==> src/rtl/bird_sprite_renderer.sv <==
// Bird sprite renderer: latches the bird pose once per frame, looks the sprite up
// in a 3-stage pipeline, composites it over the background and flags collisions.
module bird_sprite_renderer #(
    parameter int                 BIRD_SIZE_X = 34,
    parameter int                 BIRD_SIZE_Y = 24,
    parameter int                 BIRD_X      = 100,
    parameter int                 GROUND_Y    = 400,
    parameter int                 COLOR_W     = 16,
    parameter int                 ADDR_W      = 13,
    parameter logic [COLOR_W-1:0] KEY_COLOR   = 16'hF81F
) (
    input  logic               clk,
    input  logic               rst,
    input  logic               frame_start,
    input  logic               pix_valid,
    input  logic [9:0]         pix_x,
    input  logic [9:0]         pix_y,
    input  logic [COLOR_W-1:0] bg_color,
    input  logic               pipe_px,
    input  logic [31:0]        birdY,
    input  logic [1:0]         bird_state,
    input  logic [1:0]         bird_angle,
    output logic [ADDR_W-1:0]  rom_addr,
    input  logic [COLOR_W-1:0] rom_data,
    output logic [COLOR_W-1:0] pix_out,
    output logic               pix_out_valid,
    output logic               bird_px,
    output logic               collision
);
    localparam logic [31:0] X_LO     = 32'(BIRD_X);
    localparam logic [31:0] X_HI     = 32'(BIRD_X + BIRD_SIZE_X);
    localparam logic [31:0] SZ_X     = 32'(BIRD_SIZE_X);
    localparam logic [31:0] SZ_Y     = 32'(BIRD_SIZE_Y);
    localparam logic [31:0] FRAME_SZ = 32'(BIRD_SIZE_X * BIRD_SIZE_Y);
    localparam logic [31:0] GND_Y    = 32'(GROUND_Y);
    localparam logic [31:0] VIS_H    = 32'd480;
    localparam logic [31:0] BY_RST   = 32'((480 - BIRD_SIZE_Y) / 2);

    // Pose code 3 is not a valid frame and folds back to 0.
    function automatic logic [31:0] pose_frame(input logic [1:0] s, input logic [1:0] a);
        logic [31:0] sc;
        logic [31:0] ac;
        sc = (s == 2'd3) ? 32'd0 : {30'd0, s};
        ac = (a == 2'd3) ? 32'd0 : {30'd0, a};
        return ac * 32'd3 + sc;
    endfunction

    logic [31:0] by;
    logic [1:0]  bs;
    logic [1:0]  ba;

    always_ff @(posedge clk or posedge rst) begin
        if (rst) begin
            by <= BY_RST;
            bs <= '0;
            ba <= '0;
        end else if (frame_start) begin
            by <= birdY;
            bs <= bird_state;
            ba <= bird_angle;
        end
    end

    // Stage 0: hit test and sprite address from the scan coordinates
    logic [31:0]       px_x;
    logic [31:0]       px_y;
    logic              hit_p0;
    logic              gnd_p0;
    logic [ADDR_W-1:0] addr_p0;

    assign px_x    = {22'd0, pix_x};
    assign px_y    = {22'd0, pix_y};
    assign hit_p0  = pix_valid && (px_x >= X_LO) && (px_x < X_HI) && (by < VIS_H)
                     && (px_y >= by) && (px_y < by + SZ_Y);
    assign gnd_p0  = hit_p0 && (px_y >= GND_Y);
    assign addr_p0 = ADDR_W'(pose_frame(bs, ba) * FRAME_SZ + (px_y - by) * SZ_X + (px_x - X_LO));

    // Stage 1: ROM address issued, pixel attributes follow
    logic               vld_p1;
    logic               hit_p1;
    logic               gnd_p1;
    logic               pipe_p1;
    logic [COLOR_W-1:0] bg_p1;

    always_ff @(posedge clk or posedge rst) begin
        if (rst) begin
            vld_p1   <= 1'b0;
            hit_p1   <= 1'b0;
            gnd_p1   <= 1'b0;
            pipe_p1  <= 1'b0;
            rom_addr <= '0;
        end else begin
            vld_p1  <= pix_valid;
            hit_p1  <= hit_p0;
            gnd_p1  <= gnd_p0;
            pipe_p1 <= pipe_px;
            if (hit_p0)
                rom_addr <= addr_p0;
        end
    end

    // Stage 2: ROM data arrives alongside these registers
    logic               vld_p2;
    logic               hit_p2;
    logic               gnd_p2;
    logic               pipe_p2;
    logic [COLOR_W-1:0] bg_p2;

    always_ff @(posedge clk or posedge rst) begin
        if (rst) begin
            vld_p2  <= 1'b0;
            hit_p2  <= 1'b0;
            gnd_p2  <= 1'b0;
            pipe_p2 <= 1'b0;
        end else begin
            vld_p2  <= vld_p1;
            hit_p2  <= hit_p1;
            gnd_p2  <= gnd_p1;
            pipe_p2 <= pipe_p1;
        end
    end

    always_ff @(posedge clk) begin
        bg_p1 <= bg_color;
        bg_p2 <= bg_p1;
    end

    // Stage 3: composite and collision event
    logic opaque_p2;
    logic pipe_p3;
    logic gnd_p3;
    logic ev_p3;
    logic coll_acc;

    assign opaque_p2 = hit_p2 && (rom_data != KEY_COLOR);

    always_ff @(posedge clk or posedge rst) begin
        if (rst) begin
            pix_out       <= '0;
            pix_out_valid <= 1'b0;
            bird_px       <= 1'b0;
            pipe_p3       <= 1'b0;
            gnd_p3        <= 1'b0;
        end else begin
            pix_out_valid <= vld_p2;
            pix_out       <= vld_p2 ? (opaque_p2 ? rom_data : bg_p2) : '0;
            bird_px       <= vld_p2 && opaque_p2;
            pipe_p3       <= pipe_p2;
            gnd_p3        <= gnd_p2;
        end
    end

    assign ev_p3 = (bird_px && pipe_p3) || gnd_p3;

    // An event visible in the frame_start cycle still belongs to the ending frame.
    always_ff @(posedge clk or posedge rst) begin
        if (rst) begin
            coll_acc  <= 1'b0;
            collision <= 1'b0;
        end else if (frame_start) begin
            collision <= coll_acc || ev_p3;
            coll_acc  <= 1'b0;
        end else if (ev_p3) begin
            coll_acc  <= 1'b1;
        end
    end
endmodule

==> config.mk <==
export PLATFORM = sky130hd
export DESIGN_NAME = bird_sprite_renderer
export DESIGN_NICKNAME = d
export VERILOG_FILES = /design/src/rtl/bird_sprite_renderer.sv
export SDC_FILE = /design/constraint.sdc
export NUM_CORES = 1
export LEC_CHECK = 0
export BUFFER_PORTS_ARGS = -buffer_cell sky130_fd_sc_hd__buf_2
export CAP_MARGIN = 20
export CORE_ASPECT_RATIO = 0.75
export CORE_MARGIN = 1.5
export CORE_UTILIZATION = 40
export DETAILED_ROUTE_END_ITERATION = 8
export MAX_ROUTING_LAYER = met4
export SYNTH_ARGS = -nofsm -noshare
export SYNTH_HDL_FRONTEND = slang
export SYNTH_SLANG_ARGS = --single-unit
==> constraint.sdc <==
create_clock -name clk -period 11.3 [get_ports clk]
set_clock_uncertainty 0.05 [all_clocks]
set_input_delay 1.13 -clock clk [delete_from_list [all_inputs] [get_ports clk]]
set_output_delay 1.13 -clock clk [all_outputs]
set_load 0.1 [all_outputs]
==> impl_metrics.ini, run 1 <==
[min_path]
min_to = bg_p2[6]
hold_class = reg -> reg
hold_start = bg_p1[6]
whs_path_depth = 0

[critical_path]
reg2reg_depth = 19
path_class = in -> reg
reg2reg_slack_ns = 5.93
cp_data_required_time_ns = 11.49
path_max_fanout = 5
crit-reg2reg-launch = ba[0]
critPathLaunchType = primary input
worstReg2RegEnd = rom_addr[12]
end_kind = flip-flop
cp_data_arrival_time_ns = 5.93

[pwr]
p_per_area_nw_per_um2 = 213.2
ir_worst_vdd_mv = 0.1193
p_total_mw = 1.622
p_leak_nw = 3.811

[grt]
grt_pass1_wl_um = 24140
grt_max_degree = 80
grt_pass1_vias = 4868
globalRouteTotalUtil_pct = 18.90
grt-ovfl-total = 0
antenna_found_initial = 0

[timing]
hold_violations = 0
period_share_pct = 50.79
tightest_slew_ns = 0.9954
drv_slew = 0
whs_ns = 0.2752
setup_violations = 0
slew_headroom_pct = 33.64
finalSetupTns_ns = 0
rsz0062_at_grt = no
max_clock_freq_ghz = 0.1742
min_period_ns = 5.739

[clocking]
cts.repair.resized = 0
cts_hold_buffers = 0
cts.sinks = 111
cts_buffers = 9
cts_tree = done
clk_latency_ns = 0.36
max-clock-path-buffers = 2
h-tree-depth = 3
clk_pin_slew_worst_paths_ns = 0.08
cts_setup_buffers = 0
ctsRootBufferMaster = clkbuf_16

[logic_synthesis]
synth_top_area_share_pct = 29.08
syn_avg_cell_area_um2 = 10.94
syn_area_um2 = 6455
synth-seq-cells = 111
synth_fp_nets = 757
ys_types = 72
yosysSeqAreaShare_pct = 40.63
yosys-top-cells-area = dfrtp_1 (29%), ha_1 (12%), dfxtp_1 (9.9%)
synth_edf_count = 0
synthCells = 590
ys_dominant_reg_cell = dfrtp_1
synth.most_common_cell = dfrtp_1
yosysWarnings = 0
yosysTopAreaCell = dfrtp_1
async_reset_ff_share_pct = 71.17
synthTopCellsByCount = dfrtp_1 (75), ha_1 (61), inv_1 (46)

[floorplan]
start_util_pct = 41.60
num_io_pins = 125
core_um2 = 15520
rows = 39
die_x_um = 149.7
dieArea_um2 = 16920
dieHeight_um = 113.0

[routing]
routed_wl_um = 14440
drc = 0
dr.first_iter.drc_count = 286
dr.pass1.iters = 5
via_count = 4672
avgRoutedWirePerCell_um = 15.59
viasPerCell = 5.045
ant_nets = 0

[placed_design]
dp_hpwl_um = 11400
io_buffers = 124
gp_congestion = 0.8866
post-place-cells = 909

[cells_and_area]
fin_cells = 926
post-route-util_pct = 49.05
num_antenna_cells = 0
final_net_count = 883
area_growth_pct = 17.91
drive_above_1_share_pct = 28.71

[run_status]
status = completed

[run]
drv_cap = 0
==> how the worst max path moves through the flow <==
stage	slack, ns	start	depth (start not counted)	to
global route	5.11	pix_y[0]	21	rom_addr[12]
floorplan	5.69	pix_y[0]	20	rom_addr[12]
finish	5.56	pix_y[0]	21	rom_addr[12]
CTS	5.58	pix_y[0]	21	rom_addr[12]
global placement	5.29	pix_y[0]	21	rom_addr[12]
detailed placement	5.22	pix_y[0]	21	rom_addr[12]
==> per-layer routing <==
metal	wire, µm	vias to the layer above	track usage (%)
li1	-	2328	-
met1	7441	2226	27.16
met2	6164	110	26.76
met3	737	8	4.718
met4	93	0	4.118
met5	0	-	-
==> cells in the final DEF, fill, tap and decap left out, types with 3 or more instances in the layout <==
cell       synthesis  layout
a21oi_1           22      22
mux2_2            27      27
nor4_1             6       6
nor2_1            38      38
xnor2_1           33      33
dfrtp_1           75      75
xor2_1             9       9
or2_2              4       4
or4_1              3       3
a21o_1             8       8
dfxtp_1           32      32
nand2_1           32      32
dfstp_2            4       4
and3_1             5       5
a31oi_1            4       4
a211oi_1           3       3
o21ai_0           24      24
nor4b_1            3       3
buf_2              1     124
ha_1              61      61
nor3b_1            3       3
o21a_1             3       3
mux2_4            11      11
mux2i_1           17      17
inv_1             46      45
nand3_1           11      11
nand2b_1           4       4
clkbuf_16          0       9
nand4_1            5       5
nor3_1            11      11
nor2b_1            6       6
o21bai_1           8       8
fa_1              13      13
==> final cells by class <==
| cell class | count | area, µm² |
|---|---|---|
| clock buffers | 9 | 225.2 |
| clock inverters | 7 | 76.32 |
| fillers | 1449 | 7906 |
| inverters | 48 | 181.4 |
| multi-input cells | 419 | 3586 |
| flip-flops and latches | 111 | 2623 |
| well taps | 205 | 256.5 |
| repair buffers | 127 | 663.1 |
==> critical path, stage by stage <==
cell      delay [ns]
buf_2           0.08
inv_1           0.03
ha_1            0.21
fa_1            0.41
nor2b_1         0.16
o21bai_1        0.09
a21boi_0        0.43
nor2_1          0.19
xnor2_1         0.20
fa_1            0.55
inv_1           0.06
fa_1            0.46
ha_1            0.36
and3_1          0.20
a211o_1         0.30
o21ai_0         0.20
nand2b_1        0.09
a21oi_1         0.21
o21ai_0         0.15
xnor2_1         0.14
mux2_2          0.26
==> state kept, by name, indices dropped and copies added, names as in the netlist <==
| signal | flops |
|---|---|
| coll_acc | 1 |
| collision | 1 |
| gnd_p2 | 1 |
| rom_addr | 13 |
| by | 32 |
| hit_p1 | 1 |
| bg_p2 | 16 |
| pix_out_valid | 1 |
| pipe_p3 | 1 |
| pipe_p1 | 1 |
| bg_p1 | 16 |
| ba | 2 |
| pipe_p2 | 1 |
| gnd_p3 | 1 |
| hit_p2 | 1 |
| vld_p2 | 1 |
| bird_px | 1 |
| bs | 2 |
| pix_out | 16 |
| vld_p1 | 1 |
| gnd_p1 | 1 |
==> per-stage QoR <==
stage	area, µm²	setup slack [ns]
floorplan	6455	5.693
global route	7611	5.107
global placement	7282	5.287
CTS	7584	5.576
detailed placement	7282	5.216
finish	7611	5.561
==> where the power goes <==
part           total [mW]  switching [mW]  internal, mW
clock               0.315           0.159         0.156
sequential          0.440          0.0214         0.419
combinational       0.867           0.460         0.407
total                1.62           0.641         0.982
==> logic make-up (layout without fill, tap and decap cells) <==
family                     after synthesis  count (layout)  synth area share [%]
muxes                                   55              55                 9.905
AOI/OAI and AO/OA                       92              92                 9.731
DFF                                    111             111                 40.63
and+or+nand+nor                        155             155                 14.01
xor gates and xnor gates                43              43                 6.048
buffers and inverters                   60             191                 3.818
adders and majority gates               74              74                 15.86
No activity file was read; power rests on OpenSTA's default activity.
==> run 2, diff against run 1 <==
==> constraint.sdc (replaced) <==
create_clock -name clk -period 6 [get_ports clk]
set_clock_uncertainty 0.05 [all_clocks]
set_input_delay 0.6 -clock clk [delete_from_list [all_inputs] [get_ports clk]]
set_output_delay 0.6 -clock clk [all_outputs]
set_load 0.1 [all_outputs]
==> impl_metrics.ini, run 2 (same netlist as run 1, synthesis figures left out) <==
[grt]
globalRouteTotalUtil_pct = 18.78
top_usage_layer = met2
antenna_found_initial = 0
grt_use_met3_pct = 3.669
grt_pass1_vias = 4801
grtUsageMet1_pct = 26.95
grt_max_degree = 80
grt-ovfl-total = 0
grt_pass1_wl_um = 24170
use_met2_pct = 27.19

[critical_path]
reg2reg_depth = 19
end_kind = flip-flop
path_class = reg -> reg
cp_data_arrival_time_ns = 5.59
cp_data_required_time_ns = 6.19
path_max_fanout = 5
critPathLaunchType = flip-flop

[pwr]
p_sw_share_pct = 39.00
p_int_mw = 1.898
seqPwrFrac_pct = 26.6
pwr-share-comb_pct = 53.0
ir_worst_vdd_mv = 0.2583
p_per_area_nw_per_um2 = 407.3
p_clk_share_pct = 20.4
p_leak_nw = 3.835
power_switching_mw = 1.214

[cells_and_area]
largest_register_ffs = 32
final_common_cell = buf_2
final_net_count = 884
final_cell_mix = buf_2 (124), dfrtp_1 (75), ha_1 (61)
num_antenna_cells = 0
post-route-util_pct = 49.23
drive_above_1_share_pct = 28.81
design_area_um2 = 7640
area_growth_pct = 18.36
largest_register = by

[routing]
routed_wl_um = 14500
viasPerCell = 5.041
avgRoutedWirePerCell_um = 15.64
via_count = 4673
dr.pass1.iters = 4
dr.first_iter.drc_count = 213
drc = 0
ant_nets = 0

[floorplan]
die_x_um = 149.7
dieHeight_um = 113.0
core_um2 = 15520
start_util_pct = 41.60
rows = 39
num_io_pins = 125
dieArea_um2 = 16920

[clocking]
cts_buffers = 9
h-tree-depth = 3
cts_hold_buffers = 0
ctsRootBufferMaster = clkbuf_16
cts_tree = done
cts.sinks = 111
clk_latency_ns = 0.35
clk_pin_slew_worst_paths_ns = 0.07
max-clock-path-buffers = 2
cts_setup_buffers = 0
cts.repair.resized = 0

[timing]
finalSetupTns_ns = 0
max_clock_freq_ghz = 0.1851
tightest_slew_ns = 1.003
rsz0062_at_grt = no
slew_headroom_pct = 33.12
whs_ns = 0.2511
setup_violations = 0
period_share_pct = 90.06
min_period_ns = 5.404
finalWorstSetupSlack_ns = 0.5965
hold_violations = 0
drv_slew = 0

[placed_design]
pre_cts_slack_ns = 0.4555
dp_hpwl_um = 11530
gp_congestion = 0.8785
io_buffers = 124
place_area_um2 = 7289

[run]
drv_cap = 0

[run_status]
status = completed

[min_path]
hold_class = in -> async
## run 2: cell types whose count changed in the layout (fill, tap and decap cells not counted), sizes merged
cell	change
buf	+1
bufinv	+1
clkbuf	+1
clkinv	-1
clkinvlp	-2
inv	+1
## run 2: layer usage
layer,wire length [µm],up-vias
li1,-,2321
met1,7431,2250
met2,6315,92
met3,642,10
met4,108,0
met5,0,-
## run 2: worst paths after layout
kind	startpoint	to	slack (ns)
max reg2reg	ba[0]	rom_addr[12]	0.60
min in group clk	bg_p1[1]	bg_p2[1]	0.28
min reg2reg	bg_p1[1]	bg_p2[1]	0.28
max	ba[0]	rom_addr[12]	0.60
min	rst	collision	0.25
max in group asynchronous	rst	by[7]	5.04
## run 2: through the flow
stage	cells	power (mW)
floorplan	590	2.140
global placement	910	2.423
detailed placement	910	2.490
CTS	926	3.138
global route	927	3.372
finish	927	3.112
## run 2: final cells by class
cell class	instances	area [µm²]
multi-input combinational	419	3586
clock inverter	6	83.83
sequential	111	2623
fill	1420	7878
inverter	48	181.4
tap	205	256.5
clock buffer	10	239.0
timing repair buffer	128	670.6
## run 2: critical path, cell delays in order (launching register included)
cell,delay [ns]
dfrtp_1,0.35
inv_1,0.07
ha_1,0.28
inv_1,0.04
ha_1,0.29
ha_1,0.22
fa_1,0.48
ha_1,0.31
ha_1,0.34
ha_1,0.36
fa_1,0.50
ha_1,0.37
and3_1,0.21
a211o_1,0.30
o21ai_0,0.22
nand2b_1,0.09
a21oi_1,0.24
o21ai_0,0.16
xnor2_1,0.14
mux2_2,0.25
## run 2: power groups by stage
stage / Sequential, mW / Combinational [mW] / Clock (mW)
2_1_floorplan: 0.878 / 1.26 / 0
3_3_place_gp: 0.842 / 1.58 / 0
6_report: 0.829 / 1.65 / 0.634
4_1_cts: 0.829 / 1.65 / 0.657
5_1_grt: 0.837 / 1.85 / 0.686
3_5_place_dp: 0.844 / 1.65 / 0
==> run 3, diff against run 2 <==
--- a/config.mk
+++ b/config.mk
@@ -9,9 +9,10 @@
 export CAP_MARGIN = 20
 export CORE_ASPECT_RATIO = 0.75
 export CORE_MARGIN = 1.5
-export CORE_UTILIZATION = 40
+export CORE_UTILIZATION = 56
 export DETAILED_ROUTE_END_ITERATION = 8
 export MAX_ROUTING_LAYER = met4
+export PLACE_DENSITY = 0.81
 export SYNTH_ARGS = -nofsm -noshare
 export SYNTH_HDL_FRONTEND = slang
 export SYNTH_SLANG_ARGS = --single-unit
==> impl_metrics.ini, run 3 (same netlist as run 1, synthesis figures left out) <==
[grt]
grt-ovfl-total = 0
globalRouteTotalUtil_pct = 24.10
grt_pass1_vias = 4558
grt_max_degree = 80
grt_pass1_wl_um = 22070
antenna_found_initial = 0

[critical_path]
end_kind = flip-flop
max_stage_delay_ns = 0.49
path_max_fanout = 5
worst-path-buf-inv = 2
cp_data_arrival_time_ns = 5.59
crit_cells = 19
critPathLaunchType = flip-flop
crit-reg2reg-launch = ba[0]
startpoint = ba[0]
reg2reg_slack_ns = 0.60
worstReg2RegEnd = rom_addr[12]
endpoint = rom_addr[12]
critical_path.most_common_cell = ha_1
crit_chain = inv_1 > ha_1 > inv_1 > ha_1 > ha_1 > fa_1 > ha_1 > ha_1 > ha_1 > fa_1 > ha_1 > and3_1 > a211o_1 > o21ai_0 > nand2b_1 > a21oi_1 > o21ai_0 > xnor2_1 > mux2_2
reg2reg_depth = 19
critPathTopFamily = adder cells
cp_slowest_cell = fa_1
cp_data_required_time_ns = 6.19
path_class = reg -> reg

[routing]
viasPerCell = 5.602
dr.pass1.iters = 5
dr.first_iter.drc_count = 318
drc = 0
avgRoutedWirePerCell_um = 16.09
routed_wl_um = 13870
ant_nets = 0
via_count = 4829

[placed_design]
place_area_um2 = 7208
io_buffers = 124
gp_congestion = 0.8960
dp_hpwl_um = 10880

[floorplan]
die_x_um = 127.0
core_um2 = 11070
dieHeight_um = 95.98
start_util_pct = 58.33
rows = 33
num_io_pins = 125
dieArea_um2 = 12190

[clocking]
cts_setup_buffers = 0
cts_tree = done
cts.sinks = 111
max-clock-path-buffers = 2
ctsRootBufferMaster = clkbuf_16
h-tree-depth = 3
cts.repair.resized = 0
cts_buffers = 9
clk_latency_ns = 0.35
cts_hold_buffers = 0
clk_pin_slew_worst_paths_ns = 0.08

[timing]
hold_violations = 0
setup_violations = 0
slew_headroom_pct = 34.20
drv_slew = 0
min_period_ns = 5.399
tightest_slew_ns = 0.9869
max_clock_freq_ghz = 0.1852
period_share_pct = 89.98
rsz0062_at_grt = no
finalSetupTns_ns = 0

[cells_and_area]
final_cell_mix = buf_2 (124), dfrtp_1 (75), ha_1 (61)
final_common_cell = buf_2
final_net_count = 884
area_growth_pct = 16.75
largest_register_ffs = 32
fillers = 836
num_antenna_cells = 0
largest_register = by
drive_above_1_share_pct = 28.81
design_area_um2 = 7536

[pwr]
p_per_area_nw_per_um2 = 408.0
p_leak_nw = 3.819
ir_worst_vdd_mv = 0.3469

[min_path]
hold_class = in -> async

[run]
drv_cap = 0

[run_status]
status = completed
==> run 3: layout make-up <==
| class | count | area (µm²) | area share, % |
|---|---|---|---|
| inverter | 48 | 181.4 | 2.407 |
| timing repair buffer | 128 | 670.6 | 8.899 |
| tap | 140 | 175.2 | 2.324 |
| clock buffer | 9 | 225.2 | 2.989 |
| sequential | 111 | 2623 | 34.80 |
| multi-input combinational | 419 | 3586 | 47.58 |
| clock inverter | 7 | 75.07 | 0.9962 |
==> run 3: layer usage <==
layer / track usage [%] / wire (µm) / vias up / share of wire, %
met5: - / 0 / - / 0
met4: 7.576 / 211 / 0 / 1.5
met3: 4.892 / 837 / 23 / 6.0
met2: 37.45 / 6321 / 157 / 46
met1: 32.17 / 6495 / 2309 / 47
li1: - / - / 2340 / -
==> run 3: how the worst min path moves through the flow <==
stage                       to  startpoint
global route         collision         rst
finish              pix_out[9]         rst
CTS                   bg_p2[1]    bg_p1[1]
floorplan             bg_p2[0]    bg_p1[0]
detailed placement    bg_p2[1]    bg_p1[1]
global placement      bg_p2[7]    bg_p1[7]
==> run 3: where the power goes <==
part           switching [mW]  leakage, nW  total [mW]  internal (mW)
logic                   0.887         2.42        1.65          0.768
clock network           0.297        0.143       0.591          0.294
registers              0.0404         1.26       0.829          0.789
total                    1.22         3.82        3.07           1.85
==> run 3: worst min-delay path: stages <==
cell,delay (ns)
buf_2,0.10
clkinv_2,0.03
buf_4,0.32
==> run 3: through the flow <==
step | utilization (%) | setup slack (ns) | power (mW) | cells | hold slack (ns)
2_1_floorplan | - | 0.9226 | 2.140 | 590 | 0.2596
3_3_place_gp | 65.14 | 0.6953 | 2.397 | 845 | 0.2601
3_5_place_dp | 65.14 | 0.5247 | 2.469 | 845 | 0.2621
4_1_cts | 67.85 | 0.5805 | 3.077 | 861 | 0.2778
5_1_grt | 68.10 | 0.3357 | 3.319 | 862 | 0.2612
6_report | 68.10 | 0.6012 | 3.075 | 862 | 0.2408
